`src/rtl/vend_change_sequencer.sv`:
```
// Coin-return sequencer: pays a change amount (nickel units) one coin at a time,
// largest coin first, against a per-coin inventory. Optional macro: VEND_CHANGE_STATS_EN.
module vend_change_sequencer #(
  parameter int AMT_W            = 4,
  parameter int CNT_W            = 6,
  parameter int INIT_NICKELS     = 10,
  parameter int INIT_DIMES       = 10,
  parameter int INIT_DOUBLEDIMES = 10,
  parameter int PULSE_GAP        = 1
) (
  input  logic             clock,
  input  logic             reset,
  input  logic             req_valid,
  input  logic [AMT_W-1:0] req_amount,
  output logic             req_ready,
  input  logic             refill,
  output logic             give_nickel,
  output logic             give_dime,
  output logic             give_doubledime,
  output logic             done,
  output logic             short,
  output logic [CNT_W-1:0] nickel_cnt,
  output logic [CNT_W-1:0] dime_cnt,
  output logic [CNT_W-1:0] doubledime_cnt
`ifdef VEND_CHANGE_STATS_EN
  ,
  output logic [15:0]      paid_total,
  output logic [7:0]       short_total
`endif
);

  typedef enum logic [2:0] {
    ST_IDLE, ST_SELECT, ST_PULSE, ST_GAP, ST_DONE, ST_SHORT
  } state_e;

  typedef enum logic [1:0] {
    COIN_NICKEL, COIN_DIME, COIN_DOUBLEDIME
  } coin_e;

  localparam int GAP_W = (PULSE_GAP > 1) ? $clog2(PULSE_GAP) : 1;
  localparam logic [GAP_W-1:0] GAP_LAST = GAP_W'((PULSE_GAP > 0) ? PULSE_GAP - 1 : 0);

  localparam logic [AMT_W-1:0] VAL_NICKEL     = AMT_W'(1);
  localparam logic [AMT_W-1:0] VAL_DIME       = AMT_W'(2);
  localparam logic [AMT_W-1:0] VAL_DOUBLEDIME = AMT_W'(4);

  state_e           state_q, state_d;
  coin_e            coin_q, coin_d;
  logic [AMT_W-1:0] remaining_q, remaining_d;
  logic [GAP_W-1:0] gap_q, gap_d;
  logic [CNT_W-1:0] nickel_q, nickel_d;
  logic [CNT_W-1:0] dime_q, dime_d;
  logic [CNT_W-1:0] doubledime_q, doubledime_d;

  function automatic logic [AMT_W-1:0] coin_value(coin_e c);
    case (c)
      COIN_DOUBLEDIME: coin_value = VAL_DOUBLEDIME;
      COIN_DIME:       coin_value = VAL_DIME;
      default:         coin_value = VAL_NICKEL;
    endcase
  endfunction

  // NOTE: state registers use non-blocking assignments so every flop samples
  // the pre-edge value of its neighbours, independent of block ordering.
  always_ff @(posedge clock or posedge reset) begin
    if (reset) begin
      state_q      <= ST_IDLE;
      coin_q       <= COIN_NICKEL;
      remaining_q  <= '0;
      gap_q        <= '0;
      nickel_q     <= CNT_W'(INIT_NICKELS);
      dime_q       <= CNT_W'(INIT_DIMES);
      doubledime_q <= CNT_W'(INIT_DOUBLEDIMES);
    end else begin
      state_q      <= state_d;
      coin_q       <= coin_d;
      remaining_q  <= remaining_d;
      gap_q        <= gap_d;
      nickel_q     <= nickel_d;
      dime_q       <= dime_d;
      doubledime_q <= doubledime_d;
    end
  end

  // NOTE: every signal driven here gets a hold-value default first, so no
  // path through the case leaves one unassigned and no latch is inferred.
  always_comb begin
    state_d      = state_q;
    coin_d       = coin_q;
    remaining_d  = remaining_q;
    gap_d        = gap_q;
    nickel_d     = nickel_q;
    dime_d       = dime_q;
    doubledime_d = doubledime_q;

    unique case (state_q)
      ST_IDLE: begin
        if (refill) begin
          nickel_d     = CNT_W'(INIT_NICKELS);
          dime_d       = CNT_W'(INIT_DIMES);
          doubledime_d = CNT_W'(INIT_DOUBLEDIMES);
        end else if (req_valid) begin
          remaining_d = req_amount;
          state_d     = ST_SELECT;
        end
      end
      ST_SELECT: begin
        // Greedy pick, skipping coin types whose inventory is exhausted.
        if (remaining_q == '0) begin
          state_d = ST_DONE;
        end else if (remaining_q >= VAL_DOUBLEDIME && doubledime_q != '0) begin
          coin_d  = COIN_DOUBLEDIME;
          state_d = ST_PULSE;
        end else if (remaining_q >= VAL_DIME && dime_q != '0) begin
          coin_d  = COIN_DIME;
          state_d = ST_PULSE;
        end else if (nickel_q != '0) begin
          coin_d  = COIN_NICKEL;
          state_d = ST_PULSE;
        end else begin
          state_d = ST_SHORT;
        end
      end
      ST_PULSE: begin
        remaining_d = remaining_q - coin_value(coin_q);
        case (coin_q)
          COIN_DOUBLEDIME: doubledime_d = doubledime_q - CNT_W'(1);
          COIN_DIME:       dime_d       = dime_q - CNT_W'(1);
          default:         nickel_d     = nickel_q - CNT_W'(1);
        endcase
        gap_d   = '0;
        state_d = (PULSE_GAP > 0) ? ST_GAP : ST_SELECT;
      end
      ST_GAP: begin
        if (gap_q == GAP_LAST) state_d = ST_SELECT;
        else                   gap_d   = gap_q + GAP_W'(1);
      end
      ST_DONE: begin
        state_d = ST_IDLE;
      end
      ST_SHORT: begin
        remaining_d = '0;
        state_d     = ST_IDLE;
      end
      default: begin
        state_d = ST_IDLE;
      end
    endcase
  end

  // refill gates req_ready directly so a refill cycle never accepts a request.
  assign req_ready       = (state_q == ST_IDLE) && !refill;
  assign give_nickel     = (state_q == ST_PULSE) && (coin_q == COIN_NICKEL);
  assign give_dime       = (state_q == ST_PULSE) && (coin_q == COIN_DIME);
  assign give_doubledime = (state_q == ST_PULSE) && (coin_q == COIN_DOUBLEDIME);
  assign done            = (state_q == ST_DONE);
  assign short           = (state_q == ST_SHORT);
  assign nickel_cnt      = nickel_q;
  assign dime_cnt        = dime_q;
  assign doubledime_cnt  = doubledime_q;

`ifdef VEND_CHANGE_STATS_EN
  logic [15:0] paid_total_q;
  logic [7:0]  short_total_q;

  always_ff @(posedge clock or posedge reset) begin
    if (reset) begin
      paid_total_q  <= '0;
      short_total_q <= '0;
    end else begin
      if (state_q == ST_PULSE) paid_total_q  <= paid_total_q + 16'(coin_value(coin_q));
      if (state_q == ST_SHORT) short_total_q <= short_total_q + 8'd1;
    end
  end

  assign paid_total  = paid_total_q;
  assign short_total = short_total_q;
`endif

endmodule

```
`config.mk`:
```
export PLATFORM = sky130hd
export DESIGN_NAME = vend_change_sequencer
export DESIGN_NICKNAME = d
export VERILOG_FILES = /design/src/rtl/vend_change_sequencer.sv
export SDC_FILE = /design/constraint.sdc
export NUM_CORES = 1
export LEC_CHECK = 0
export CAP_MARGIN = 20
export CORE_MARGIN = 3
export CORE_UTILIZATION = 45
export CTS_CLUSTER_DIAMETER = 120
export DETAILED_ROUTE_END_ITERATION = 10
export PLACE_DENSITY_LB_ADDON = 0.15
export SETUP_SLACK_MARGIN = 0.1
export SLEW_MARGIN = 25
export SYNTH_ARGS = -nofsm -noshare
export SYNTH_HDL_FRONTEND = slang
export SYNTH_SLANG_ARGS = --single-unit
```
`constraint.sdc`:
```
create_clock -name clock -period 3.3 [get_ports clock]
set_input_delay 0.33 -clock clock [delete_from_list [all_inputs] [get_ports clock]]
set_output_delay 0.33 -clock clock [all_outputs]
set_load 0.02 [all_outputs]
```
==> flow_summary.ini <==
[clocking]
htree_levels = 1
cts_buffers = 3
clk_latency_ns = 0.28
tritoncts = yes
cts_sinks = 27
clock_path_buffers = 2
post-cts-setup-buffers = 0
ctsResizeCount = 0
cts_hold_buf = 0
clk_pin_slew_ns = 0.10
cts-root-buf = clkbuf_8

[setup_path]
cpMaxStageDelayCell = dfrtp_1
criticalPathCategory = register to primary output
crit_chain = nor3b_4 -> buf_4 -> and2_1 -> clkdlybuf4s50_1
critical_path.max_fanout = 13
regToRegSetupSlack_ns = 1.04
required_ns = 2.97
end_kind = primary output
startpoint_type = register
worstPathArrival_ns = 2.15
crit_path_max_incr_delay_ns = 0.68

[sta]
slew_headroom_pct = 53.4
max_freq_mhz = 404
rsz0062_at_grt = no
slew_viol_final = 0
tns_ns = 0
period_share_pct = 75.1
post-route-min-period_ns = 2.48
finClkSkew_ns = 0.00380
worst_slew_pin_slew_ns = 0.696
setup_viol = 0
hold_viol = 0

[logic_synthesis]
synth_nets = 194
ys_types = 48
yosysWarningCount = 0
syn_avg_cell_area_sq_um = 10.2
ys_seq_area_share_pct = 38.6
synth-seq-cells = 27
synthArstFlopShare_pct = 100
syn_inst = 174
synth_area_sq_mm = 0.00177
synth_enable_flop_cells = 0
synth_top_flop_cell = dfrtp_1

[placed_design]
port_buffers = 31
dp.cells = 251
place_area_sq_mm = 0.00213
dp_hpwl_mm = 3.04
gp_congestion = 0.888

[grt]
grt_pass1_wl_mm = 6.73
grt_pass1_vias = 1457
overflow = 0
antenna_found_initial = 0
globalRouteTotalUtil_pct = 19.2
grt_start_max_net_pins = 28

[run_status]
outcome = completed

[power]
power.density_mw_per_mm2 = 857
irDropWorstVdd_mv = 0.449
total_power_mw = 1.86
p_leak_nw = 0.925

[layout]
n_fill_cell = 345
diodes = 0
layoutNonFillerInstCount = 255
area.growth.synth_to_final_pct = 22.8
drive_gt1_share_pct = 12.6
layout.nets = 228
final_cell_area_sq_mm = 0.00218

[routing]
vias = 1418
wl_per_cell_um = 15.8
vias_per_cell = 5.56
antenna_left = 0
drc = 0
drtIter0Drc = 54
wl_mm = 4.04
first_pass_iters = 6

[worst_hold_path]
hold_class = input port to asynchronous set/reset pin

[job]
maxCapViolations = 0

[floorplanning]
start_util_pct = 47.7
row_count = 22
die_w_um = 68.7
die_area_sq_mm = 0.00473
pin_count = 32
die_h_um = 68.7
core_area_sq_mm = 0.00372
[critical path: cells and delay by family (launching register included)]
kind                   cells  cell delay (ns)
buffers and inverters      2             0.79
and+or+nand+nor            2             0.40
DFF                        1             0.68
[layout by cell type, fill, tap and decap left out, types with 2 or more instances in the layout]
cell,Yosys,routed
xor2_1,6,6
o211a_1,2,2
a31oi_1,4,4
nand2_1,8,8
xnor2_1,5,5
nor3b_1,2,2
or3_1,3,3
nor4_2,2,2
nor2b_1,2,2
clkdlybuf4s50_1,0,31
nand3_1,10,10
nand3b_1,3,3
clkbuf_8,0,3
a22o_1,3,3
nand4bb_4,2,2
nor4b_2,2,2
mux2_2,2,2
and2_1,3,3
o21ai_0,6,6
o211ai_1,2,2
inv_1,18,17
dfstp_2,6,6
dfrtp_1,21,21
nor2_1,17,17
ha_1,11,11
nor4_1,2,2
a21oi_1,8,8
mux2i_1,2,2
[cells in the mapped netlist (3+ instances only)]
master | number | area [sq um]
nand3_1 | 10 | 50.1
or3_1 | 3 | 18.8
dfrtp_1 | 21 | 526
xnor2_1 | 5 | 43.8
nor2_1 | 17 | 63.8
xor2_1 | 6 | 52.6
nand3b_1 | 3 | 22.5
a22o_1 | 3 | 26.3
a31oi_1 | 4 | 25.0
nand2_1 | 8 | 30.0
and2_1 | 3 | 18.8
dfstp_2 | 6 | 158
o21ai_0 | 6 | 30.0
inv_1 | 18 | 67.6
a21oi_1 | 8 | 40.0
ha_1 | 11 | 138
[state kept, by name, summed over array words and instances, names as in the netlist]
signal / cells
nickel_cnt: 6
dime_cnt: 6
state_q: 3
doubledime_cnt: 6
coin_q: 2
remaining_q: 4
[stage by stage]
stage	worst slack (ns)	hold slack [ns]	util [%]
final	0.823	0.415	58.6
after detailed placement	1.08	0.517	57.2
after CTS	0.816	0.531	58.6
after floorplan	1.25	0.378	-
after global routing	0.706	0.460	58.6
after global placement	1.18	0.494	57.2
[power by group]
group	internal (mW)	total, mW	switching [mW]
clock network	0.0890	0.206	0.117
logic	0.480	1.02	0.535
registers	0.456	0.644	0.187
total	1.03	1.86	0.839
[cell families after synthesis]
| group | share of synthesized area, % |
|---|---|
| xor+xnor | 5.44 |
| flops | 38.6 |
| compound gates | 12.1 |
| fa+ha+maj | 8.90 |
| simple gates | 27.5 |
| mux | 2.40 |
| buf+inv | 5.15 |
[per-layer routing]
layer  up-vias  GRT usage (%)  part of all wire (%)
li1        682              -                     -
met1       698           25.4                    47
met2        31           31.7                    48
met3         7           2.43                   2.9
met4         0           7.54                   1.8
met5         -              0                     0
[worst paths after layout]
kind	cells past startpoint	from	endpoint
hold / removal	2	reset	dime_cnt[5]
hold reg to reg	2	dime_cnt[1]	dime_cnt[1]
setup / recovery	4	state_q[1]	give_nickel
max in group asynchronous	2	reset	doubledime_cnt[1]
min in group clock	2	dime_cnt[1]	dime_cnt[1]
setup reg to reg	9	coin_q[1]	remaining_q[2]
[area by class of cell]
cell class | instances | area (sq um) | share of cell area, %
inverter | 18 | 67.6 | 3.11
timing repair buffer | 32 | 318 | 14.6
tap | 48 | 60.1 | 2.76
multi-input combinational | 126 | 997 | 45.8
clock buffer | 3 | 41.3 | 1.90
clock inverter | 1 | 8.76 | 0.403
sequential | 27 | 683 | 31.4
No activity file was read; power rests on OpenSTA's default activity.
